--- config.mk ---
export PLATFORM = sky130hd
export DESIGN_NAME = sid_bus_master
export DESIGN_NICKNAME = d
export VERILOG_FILES = /design/src/rtl/sid_bus_master.sv
export SDC_FILE = /design/constraint.sdc
export NUM_CORES = 1
export LEC_CHECK = 0
export BUFFER_PORTS_ARGS = -buffer_cell sky130_fd_sc_hd__buf_2
export CORE_AREA = 5 5 78 87
export DETAILED_ROUTE_END_ITERATION = 7
export DIE_AREA = 0 0 83 92
export HOLD_SLACK_MARGIN = 0.08
export PLACE_DENSITY = 0.66
export SYNTH_ARGS = -nofsm -noshare
export SYNTH_HDL_FRONTEND = slang
export SYNTH_SLANG_ARGS = --single-unit
--- constraint.sdc ---
create_clock -name clk -period 3.67 [get_ports clk]
set_clock_uncertainty 0.15 [all_clocks]
set_input_delay 0.1835 -clock clk [delete_from_list [all_inputs] [get_ports clk]]
set_output_delay 0.1835 -clock clk [all_outputs]
set_load 0.005 [all_outputs]
--- src/rtl/sid_bus_master.sv ---
// sid_bus_master: turns valid/ready register accesses into full PHI2 bus cycles towards a SID chip.
// Ports: clk/rst_n (async active-low); req_valid/req_ready/req_addr/req_write/req_wdata request side;
// resp_valid (completion pulse) / resp_rdata (read data); bus_phi2, bus_a, bus_r_wn, bus_csn,
// bus_d_o/bus_d_oe (pad drive) and bus_d_i (asynchronous pad input) on the SID side.
module sid_bus_master #(
  parameter int AW       = 5,
  parameter int DIV_HALF = 8,
  parameter int HOLD_CYC = 2
) (
  input  logic          clk,
  input  logic          rst_n,
  input  logic          req_valid,
  output logic          req_ready,
  input  logic [AW-1:0] req_addr,
  input  logic          req_write,
  input  logic [7:0]    req_wdata,
  output logic          resp_valid,
  output logic [7:0]    resp_rdata,
  output logic          bus_phi2,
  output logic [AW-1:0] bus_a,
  output logic          bus_r_wn,
  output logic          bus_csn,
  output logic [7:0]    bus_d_o,
  output logic          bus_d_oe,
  input  logic [7:0]    bus_d_i
);
  localparam int CW = $clog2(DIV_HALF);
  localparam logic [CW-1:0] CMAX = CW'(DIV_HALF - 1);
  localparam logic [CW-1:0] HMAX = CW'(HOLD_CYC - 1);
  typedef enum logic [2:0] {IDLE, WAIT, LOW, HIGH, HOLD} state_t;
  state_t        state_q;
  logic [CW-1:0] cnt_q, cnt_d, hcnt_q;
  logic          phi2_q, phi2_d, wrap, rise_evt, fall_evt;
  logic [7:0]    sync1_q, d_sync_q;
  logic [AW-1:0] addr_q, bus_a_q;
  logic          write_q, req_ready_q, resp_valid_q, bus_r_wn_q, bus_csn_q, bus_d_oe_q;
  logic [7:0]    wdata_q, resp_rdata_q, bus_d_o_q;
  // PHI2 runs free of the request side; every bus cycle aligns to its edges.
  always_comb begin
    wrap     = cnt_q == CMAX;
    cnt_d    = wrap ? '0 : cnt_q + 1'b1;
    phi2_d   = wrap ? ~phi2_q : phi2_q;
    rise_evt = wrap & ~phi2_q;
    fall_evt = wrap & phi2_q;
  end
  always_ff @(posedge clk or negedge rst_n)
    if (!rst_n) begin
      cnt_q    <= '0;
      phi2_q   <= 1'b0;
      sync1_q  <= '0;
      d_sync_q <= '0;
    end else begin
      cnt_q    <= cnt_d;
      phi2_q   <= phi2_d;
      sync1_q  <= bus_d_i;
      d_sync_q <= sync1_q;
    end
  always_ff @(posedge clk or negedge rst_n)
    if (!rst_n) begin
      state_q      <= IDLE;
      hcnt_q       <= '0;
      addr_q       <= '0;
      write_q      <= 1'b0;
      wdata_q      <= '0;
      req_ready_q  <= 1'b1;
      resp_valid_q <= 1'b0;
      resp_rdata_q <= '0;
      bus_a_q      <= '0;
      bus_r_wn_q   <= 1'b1;
      bus_csn_q    <= 1'b1;
      bus_d_o_q    <= '0;
      bus_d_oe_q   <= 1'b0;
    end else begin
      resp_valid_q <= 1'b0;
      case (state_q)
        IDLE: if (req_valid) begin
          addr_q      <= req_addr;
          write_q     <= req_write;
          wdata_q     <= req_wdata;
          req_ready_q <= 1'b0;
          state_q     <= WAIT;
        end
        // A fall on the accept edge itself is not seen here, so the cycle starts a full period later.
        WAIT: if (fall_evt) begin
          bus_a_q    <= addr_q;
          bus_r_wn_q <= ~write_q;
          bus_csn_q  <= 1'b0;
          state_q    <= LOW;
        end
        LOW: if (rise_evt) begin
          bus_d_oe_q <= write_q;
          bus_d_o_q  <= write_q ? wdata_q : bus_d_o_q;
          state_q    <= HIGH;
        end
        HIGH: if (fall_evt) begin
          resp_rdata_q <= write_q ? resp_rdata_q : d_sync_q;
          hcnt_q       <= '0;
          state_q      <= HOLD;
        end
        // Address/data hold time after PHI2 falls; bus_a is left parked on release.
        HOLD: if (hcnt_q == HMAX) begin
          bus_csn_q    <= 1'b1;
          bus_r_wn_q   <= 1'b1;
          bus_d_oe_q   <= 1'b0;
          resp_valid_q <= 1'b1;
          req_ready_q  <= 1'b1;
          state_q      <= IDLE;
        end else begin
          hcnt_q <= hcnt_q + 1'b1;
        end
        default: state_q <= IDLE;
      endcase
    end
  assign req_ready  = req_ready_q;
  assign resp_valid = resp_valid_q;
  assign resp_rdata = resp_rdata_q;
  assign bus_phi2   = phi2_q;
  assign bus_a      = bus_a_q;
  assign bus_r_wn   = bus_r_wn_q;
  assign bus_csn    = bus_csn_q;
  assign bus_d_o    = bus_d_o_q;
  assign bus_d_oe   = bus_d_oe_q;
endmodule

After elaboration in Yosys (flattened, before gate mapping)

Cells that the tools add are included.

Bits in registers: 66
Input port bits: 25
Output and inout port bits: 27
Logic and storage cells: 71

$add $sub $neg: 2
Equal/unequal tests: 12
Muxes and demuxes: 22
Bitwise operators: 4
Reductions and logical operators: 14

Operators with widths:

| kind                  | count |
|---|---|
| $mux W3               | 8 |
| $reduce_and A3 Y1     | 6 |
| $pmux W3 S5           | 1 |
| $ne A2 B2 Y1 const B  | 6 |
| $mux W1               | 8 |
| $pmux W1 S2           | 4 |
| $reduce_bool A2 Y1    | 4 |
| $add A3 B1 Y3 const B | 2 |
| $eq A3 B1 Y1 const B  | 2 |
| $eq A3 B2 Y1 const B  | 2 |
| $eq A3 B3 Y1 const B  | 2 |
| $pmux W3 S2           | 1 |
| $reduce_and A5 Y1     | 1 |
| $reduce_and A2 Y1     | 2 |
| $logic_not A3 Y1      | 1 |
| $and A1 B1 Y1         | 2 |
| $not A1 Y1            | 2 |

Logic depth before layout (Yosys ltp)

Gate-level depths: netlist (run 1).

Depth in word-level cells: 4
Gate-level depth with buffers: 7
Depth with buffers taken out: 5

Worst setup path after synthesis (run 1)

OpenSTA, ideal clock, no wires.

Path type: register -> register
From: register cnt_q[0]
To: register bus_d_o_q[0], in the netlist bus_d_o[0]
Library setup time: 125 ps
Data arrival time: 1781 ps
Data required time: 3395 ps
Path slack: 1614 ps
Stages on the path, launching flop included: 8
Path buffers: 2
Clock period less this slack: 2056 ps
Path through: dfrtp_1 ha_1 ha_1 buf_4 nand3b_4 or4b_4 buf_6 mux2_4

Word-level cells in the longest chain between the ends: 3

RTL lines:

| element                            | RTL line | source |
|---|---|---|
| start, declared                    | 32       | `logic [CW-1:0] cnt_q, cnt_d, hcnt_q;` |
| start signal, assigned             | 53       | `cnt_q <= cnt_d;` |
| $eq A3 B3 Y1                       | 40       | `wrap = cnt_q == CMAX;` |
| $and A1 B1 Y1                      | 43       | `rise_evt = wrap & ~phi2_q;` |
| $reduce_and A3 Y1 (no source line) | n/a      |  |
| end signal, assigned               | 92       | `bus_d_o_q <= write_q ? wdata_q : bus_d_o_q;` |
| end, declared                      | 37       | `logic [7:0] wdata_q, resp_rdata_q, bus_d_o_q;` |

Every way passes these cells.
A chain may end at the register's enable or synchronous reset.

Worst setup path in the final report (run 1)

From: register cnt_q[0]
To: register bus_d_o_q[4], in the netlist bus_d_o[4]

Same word-level chain as after synthesis.

==> metrics.yaml, run 1 <==
status: "completed"
fp.dieH_um: 92
met3_usage: 0.0520
leakage_nw: 1.53
place.gp.congestion: 0.773
cp.arrival_ns: 2.35
most-common-layout-cells: "dfrtp_1 (63), buf_2 (51), mux2_2 (27)"
cts_tree: "done"
busiest_layer: "met2"
grt_pass1_wl_mm: 7.83
ant_nets: 0
setup-tns-final_ns: 0
insertion_delay_ns: 0.33
gr-total-overflow: 0
cp-start-kind: "flop"
maxCapViolCount: 0
die-width_um: 83
antenna_found_initial: 0
core_um2: 5730
rsz0062_at_grt: "false"
final-max-slew-violation-count: 0
path_clk_slew_ns: 0.07
synth_top_area_share: 0.628
hold_violations: 0
cts.path.max_buffers: 2
crit_path_end_kind: "flop"
grt_max_degree: 46
power_density_nw_per_um2: 479
synth_area_leaders: "dfrtp_1 (63%), mux2_2 (12%), mux2_4 (4.8%), dfstp_2 (3.1%), ha_1 (2.0%)"
setup_violations: 0
cp_data_required_time_ns: 3.74
fin_nets: 265
cts-root-buf: "clkbuf_8"
syn_area_per_cell_um2: 16.1
drtIter0Drc: 85
dieArea_um2: 7640
post_cts_buffers: 0
drc: 0
avgViaCountPerCell: 4.71
initial_core_util: 0.438
synthesis.nets: 185
place_inst: 278
wirelength_mm: 4.48
drtPass1Iterations: 4
min_path_type: "reg -> reg"
antenna_cells: 0
synthCells: 156
routedWlPerCell_um: 14.1
track_usage: 0.130
boundaryPins: 52
met2_usage: 0.215
irDropWorstVdd_uv: 286
vias: 1498
layout_commonest_cell: "dfrtp_1"
syn2layout_area_growth_pct: 29.0
yosysWarnings: 0
syn_area_um2: 2510
rows: 29
clock-sinks: 66
tightestPinTransition_ns: 0.984
grt_use_met1: 0.152
yosysTopAreaCell: "dfrtp_1"
relSlewSlack: 0.341
ys_seq_elements: 66
worstPathMaxFanout: 10
fmaxAchievable_mhz: 439
cts_buffers: 9
htree_levels: 3
dp_hpwl_mm: 2.91
ys_seq_area_frac: 0.660
drive_gt1_frac: 0.469
crit_type: "reg -> reg"
period_needed_ns: 2.28
period_share: 0.621
stdcell_count: 318
grt_pass1_vias: 1656
synth_cell_types: 33
io_buffers: 51
==> state kept, by name (all words and copies together) (netlist names) <==
signal,flops
bus_phi2,1
addr_q,5
wdata_q,8
bus_csn,1
d_sync_q,8
resp_rdata,8
sync1_q,8
bus_a,5
write_q,1
state_q,3
resp_valid,1
bus_d_oe,1
bus_d_o,8
cnt_q,3
hcnt_q,3
bus_r_wn,1
req_ready,1
==> worst paths after layout <==
check,from,endpoint,slack [ns],depth (start not counted)
worst max-delay path,cnt_q[0],bus_d_o[4],1.39,5
worst min register to register,sync1_q[2],d_sync_q[2],0.20,0
worst max register to register,cnt_q[0],bus_d_o[4],1.39,5
max in group asynchronous,rst_n,bus_r_wn,2.08,3
worst min-delay path,sync1_q[2],d_sync_q[2],0.20,0
min in group asynchronous,rst_n,sync1_q[4],0.39,2
==> worst max-delay path, stage by stage, from the launching register on <==
cell	delay, ns
dfrtp_1	0.35
ha_1	0.15
ha_1	0.40
nand3b_4	0.13
or4b_4	0.65
mux2_4	0.34
==> cell usage after synthesis <==
library cell / instances
a21oi_1: 2
or4b_1: 1
or4b_4: 1
o2bb2a_1: 1
dfrtp_1: 63
nor3_2: 1
inv_1: 5
ha_1: 4
buf_2: 2
xor2_1: 2
nand4bb_1: 1
a32oi_1: 1
mux2_2: 27
nand3b_4: 1
nor3b_1: 1
nor2b_1: 2
mux2i_1: 2
nor2_1: 4
nand3_1: 3
nand2b_1: 2
dfstp_2: 3
or3b_2: 1
nor4b_2: 2
o22ai_1: 3
or4bb_1: 1
o21ai_0: 1
buf_6: 2
mux2_4: 8
buf_4: 3
nand2_1: 3
o21ba_2: 1
a2bb2oi_1: 1
o221ai_1: 1
==> per-stage QoR <==
stage               utilization  setup WS, ns  total power, mW  area, um2  hold WS, ns
global route              0.565          1.26             1.64       3240        0.208
global placement          0.492          1.43             1.01       2820        0.143
detailed placement        0.492          1.40             1.02       2820        0.143
CTS                       0.565          1.38             1.57       3240        0.202
floorplan                     -          1.61            0.944       2510       -0.262
finish                    0.565          1.39             1.55       3240        0.200
==> routing by layer <==
layer	vias up	wire length [um]
li1	712	-
met1	738	1930
met2	43	2230
met3	5	266
met4	0	54
met5	-	0
==> logic make-up (layout without fill, tap and decap cells) <==
group                      Yosys count  count (layout)  share of synthesized area
buffers and inverters               12              97                     0.0294
muxes                               37              37                      0.177
and+or+nand+nor                     24              24                     0.0753
adders and majority gates            4               4                     0.0199
xor gates and xnor gates             2               2                    0.00698
AOI/OAI and AO/OA                   11              11                     0.0319
DFF                                 66              66                      0.660
==> cell type report <==
cell class	instances	area (um2)
clock buffer	9	124
clock inverter	7	51.3
fill	512	2490
inverter	5	18.8
multi-input combinational	78	790
sequential	66	1660
tap	77	96.3
timing repair buffer	76	503
==> repair_timing <==
item                       4_1_cts  5_1_grt
gates resized for setup          0        0
hold buffers                    24        0
setup endpoints to repair        0        0
hold endpoints to repair        67        0
==> where the power goes <==
part           internal (mW)  switching (mW)
combinational          0.105          0.0574
sequential             0.813          0.0458
clock                  0.248           0.282
Note: power is estimated with default switching activity, not from simulation.
==> run 2, diff against run 1 <==
Settings changed: ABC_AREA set to 1, PLACE_DENSITY 0.66 to 0.69.
Clock period 3.67 ns to 1.93 ns, I/O delays scaled along.
==> run 2 against run 1 <==
  * Clock power grew to 2.6 times the previous value
  * Core utilization rose by 2.4 points
  * Final cell count rose by 30%
  * First-iteration DRC count up 1.2%
==> metrics.yaml, run 2 <==
worstPathMaxFanout: 9
cts_buffers: 9
r2r_slack_ns: 0.21
crit_path_end_kind: "flop"
crit_type: "reg -> reg"
avgViaCountPerCell: 4.37
irDropWorstVdd_uv: 660
cts.path.max_buffers: 2
drtIter0Drc: 86
power_density_nw_per_um2: 1330
synth_commonest_cells: "nand2_1 (92), dfrtp_1 (63), inv_1 (29), o21ai_1 (9)"
synthesis.nets: 276
syn_area_per_cell_um2: 10.3
async_reset_ff_frac: 1.00
post_cts_buffers: 0
dp_hpwl_mm: 3.29
boundaryPins: 52
rsz0062_at_grt: "false"
cts_tree: "done"
core_um2: 5730
layout_commonest_cell: "nand2_1"
maxCapViolCount: 0
cp.arrival_ns: 1.80
final_cell_area_um2: 3370
yosysWarnings: 0
period_needed_ns: 1.72
yosys.cell_count.top_type: "nand2_1"
leakage_nw: 1.85
period_share: 0.892
die-width_um: 83
rows: 29
final-max-slew-violation-count: 0
ant_nets: 0
fp.dieH_um: 92
antenna_found_initial: 0
place.gp.congestion: 0.894
htree_levels: 3
fin_nets: 361
grt_max_degree: 67
synth_area_leaders: "dfrtp_1 (62%), nand2_1 (14%), inv_1 (4.3%), dfstp_2 (3.1%), o21ai_2 (2.8%)"
track_usage: 0.140
fillers: 502
min_path_type: "in -> async"
cp_data_required_time_ns: 2.01
ys_seq_elements: 66
ys_seq_area_frac: 0.654
cp-start-kind: "flop"
status: "completed"
synth_top_area_share: 0.623
synth_edf_count: 0
cts-root-buf: "clkbuf_8"
grt_pass1_vias: 1771
drtPass1Iterations: 4
wirelength_mm: 4.93
path_clk_slew_ns: 0.07
gr-total-overflow: 0
relSlewSlack: 0.719
syn2layout_area_growth_pct: 33.3
routedWlPerCell_um: 11.9
most-common-layout-cells: "nand2_1 (92), dfrtp_1 (63), buf_2 (51)"
dpl_cell_area_um2: 2890
yosysTopAreaCell: "dfrtp_1"
initial_core_util: 0.442
clock-sinks: 66
grt_pass1_wl_mm: 8.38
antenna_cells: 0
drc: 0
insertion_delay_ns: 0.34
syn_area_um2: 2530
hold_violations: 0
setup-tns-final_ns: 0
utilization: 0.589
drive_gt1_frac: 0.273
vias: 1809
synthCells: 247
synth-main-ff-cell: "dfrtp_1"
fmaxAchievable_mhz: 581
setup_violations: 0
synth_cell_types: 23
io_buffers: 51
dieArea_um2: 7640
tightestPinTransition_ns: 0.420
## run 2: cell types whose count changed in the layout (fill, tap and decap cells not counted), moves of 8 or more
cell | before | now
nand2_1 | 3 | 92
mux2_2 | 27 | 0
inv_1 | 5 | 29
o21ai_1 | 0 | 9
mux2_4 | 8 | 0
o21ai_2 | 0 | 8
## run 2: report_power, final
part | internal (mW) | switching (mW)
combinational | 0.470 | 0.671
clock | 0.862 | 0.512
sequential | 1.76 | 0.227
## run 2: final timing paths
path | from | end | depth (start not counted)
worst min-delay path | rst_n | addr_q[2] | 3
worst max register to register | cnt_q[0] | bus_d_o[6] | 7
max in group asynchronous | rst_n | bus_csn | 3
worst max-delay path | cnt_q[0] | bus_d_o[6] | 7
min in group clk | sync1_q[2] | d_sync_q[2] | 0
worst min register to register | sync1_q[2] | d_sync_q[2] | 0
## run 2: repair_timing
item                                   4_1_cts  5_1_grt
hold buffers                                24        0
gates resized for setup                      0        1
endpoints found under the hold margin       89        0
setup endpoints to repair                    0       11
## run 2: per-stage QoR
stage                     setup WS [ns]  hold WS [ns]  total power, mW  std cells
after global placement            0.179       -0.0154             3.07        374
after global routing             0.0502         0.205             4.80        414
final                             0.208         0.190             4.50        414
after detailed placement         0.0907       -0.0148             3.11        374
after CTS                        0.0563         0.158             4.54        414
after floorplan                   0.352        -0.349             2.72        247
## run 2: logic make-up (layout without fill, tap and decap cells)
| group | after synthesis | in the layout | synth area share |
|---|---|---|---|
| buffers and inverters | 35 | 125 | 0.0588 |
| XOR/XNOR | 2 | 2 | 0.00692 |
| AND/OR/NAND/NOR | 114 | 114 | 0.194 |
| AO/OA/AOI/OAI | 26 | 26 | 0.0667 |
| adder cells (fa/ha/maj) | 4 | 4 | 0.0198 |
| flip-flops | 66 | 66 | 0.654 |
## run 2: cell type report
class                      instances  area (um2)  share of cell area
clock buffer                      10         128              0.0378
clock inverter                     6         114              0.0337
inverter                          32         123              0.0363
multi-input combinational        146         736               0.218
sequential                        66        1660               0.491
tap                               77        96.3              0.0286
timing repair buffer              77         523               0.155
## run 2: critical path: stages (launching register included)
cell and delay [ns]:
dfrtp_1 0.35, ha_1 0.16, ha_1 0.23, nand2_1 0.14
nor3_4 0.36, inv_4 0.11, nand2_1 0.08, nand2_1 0.05
## run 2: routing by layer
metal,global-route usage,share of wire,up-vias
li1,-,-,928
met1,0.172,0.43,842
met2,0.224,0.52,32
met3,0.0367,0.040,7
met4,0.0777,0.015,0
met5,0,0,-
==> run 3, diff against run 2 <==
Settings changed: REMOVE_ABC_BUFFERS set to 1.
==> run 3 against run 2 <==
  * Core utilization hardly changed
  * Largest power group unchanged
  * Global-route usage is 0.56 points higher
  * Setup slack better by 0.0033 ns
  * Clock power hardly changed
  * Design area hardly changed
  * Via count is 0.72% higher
  * Sequential power hardly changed
  * Sequential share of layout area hardly changed
  * Maximum frequency is 0.19% higher
  * Sequential cell count stayed put
==> metrics.yaml, run 3 (synthesized netlist as in run 2, its figures left out) <==
routedWlPerCell_um: 11.8
status: "completed"
grt_pass1_vias: 1811
gr-total-overflow: 0
post_cts_buffers: 0
layout_commonest_cell: "nand2_1"
ant_nets: 0
drive_gt1_frac: 0.277
clock-sinks: 66
fp.dieH_um: 92
place_inst: 376
drtIter0Drc: 106
hold_violations: 0
fin_ws_ns: 0.211
cp_data_required_time_ns: 2.00
crit_type: "reg -> reg"
grt_max_degree: 46
fmaxAchievable_mhz: 582
io_buffers: 51
setup_violations: 0
rows: 29
cts_tree: "done"
period_needed_ns: 1.72
boundaryPins: 52
grt_pass1_wl_mm: 8.67
cts.path.max_buffers: 2
rsz0062_at_grt: "false"
core_um2: 5730
track_usage: 0.145
antenna_cells: 0
fin_nets: 363
stdcell_count: 416
irDropWorstVdd_uv: 709
worstPathMaxFanout: 9
insertion_delay_ns: 0.33
period_share: 0.891
tightestPinTransition_ns: 0.547
drtPass1Iterations: 4
utilization: 0.589
place_ws_ns: 0.0748
htree_levels: 3
final-max-slew-violation-count: 0
cp-start-kind: "flop"
wirelength_mm: 4.89
dp_hpwl_mm: 3.29
setup-tns-final_ns: 0
power_density_nw_per_um2: 1330
path_clk_slew_ns: 0.07
cts-root-buf: "clkbuf_8"
leakage_nw: 1.86
syn2layout_area_growth_pct: 33.3
antenna_found_initial: 0
initial_core_util: 0.442
crit_path_end_kind: "flop"
cp.arrival_ns: 1.79
vias: 1822
relSlewSlack: 0.636
avgViaCountPerCell: 4.38
cts_buffers: 9
maxCapViolCount: 0
most-common-layout-cells: "nand2_1 (92), dfrtp_1 (63), buf_2 (51)"
die-width_um: 83
min_path_type: "in -> async"
place.gp.congestion: 0.912
dieArea_um2: 7640
holdWs_ns: 0.125
drc: 0
[run 3: layout make-up]
cell class                      count  area (um2)
Fill cell                         511        2360
Sequential cell                    66        1660
Multi-Input combinational cell    146         736
Timing Repair Buffer               79         526
Clock buffer                       10         128
Inverter                           32         123
Clock inverter                      6         113
Tap cell                           77        96.3
[run 3: final timing paths]
path	startpoint	to	slack [ns]	depth (start not counted)
min in group clk	sync1_q[0]	d_sync_q[0]	0.20	0
max in group asynchronous	rst_n	bus_r_wn	1.00	3
setup reg to reg	cnt_q[0]	bus_d_o[6]	0.21	7
setup / recovery	cnt_q[0]	bus_d_o[6]	0.21	7
hold reg to reg	sync1_q[0]	d_sync_q[0]	0.20	0
hold / removal	rst_n	addr_q[2]	0.13	3
[run 3: timing repair]
item	4_1_cts	5_1_grt
endpoints found under the hold margin	89	0
resized for setup	0	1
hold buffers	24	0
setup endpoints to repair	0	16
[run 3: per-layer routing]
metal  vias to the layer above  routed length (um)  global-route usage
met5                         -                   0                   0
met4                         0                  47              0.0654
met3                         4                 252              0.0493
met2                        44                2450               0.230
met1                       841                2140               0.181
li1                        933                   -                   -
[run 3: metrics by stage]
step	cell area [um2]	power, mW
after floorplan	2510	2.70
after global placement	2890	3.07
after detailed placement	2890	3.11
after CTS	3370	4.55
after global routing	3380	4.83
final	3380	4.51
[run 3: power by group]
group	leakage, nW	internal, mW	switching (mW)
combinational	0.906	0.479	0.670
clock	0.121	0.865	0.518
sequential	0.835	1.76	0.217
total	1.86	3.10	1.40
[run 3: worst max-delay path, stage by stage, from the launching register on]
cell,delay [ns]
dfrtp_1,0.35
ha_1,0.15
ha_1,0.24
nand2_1,0.13
nor3_4,0.35
inv_4,0.11
nand2_1,0.08
nand2_1,0.05
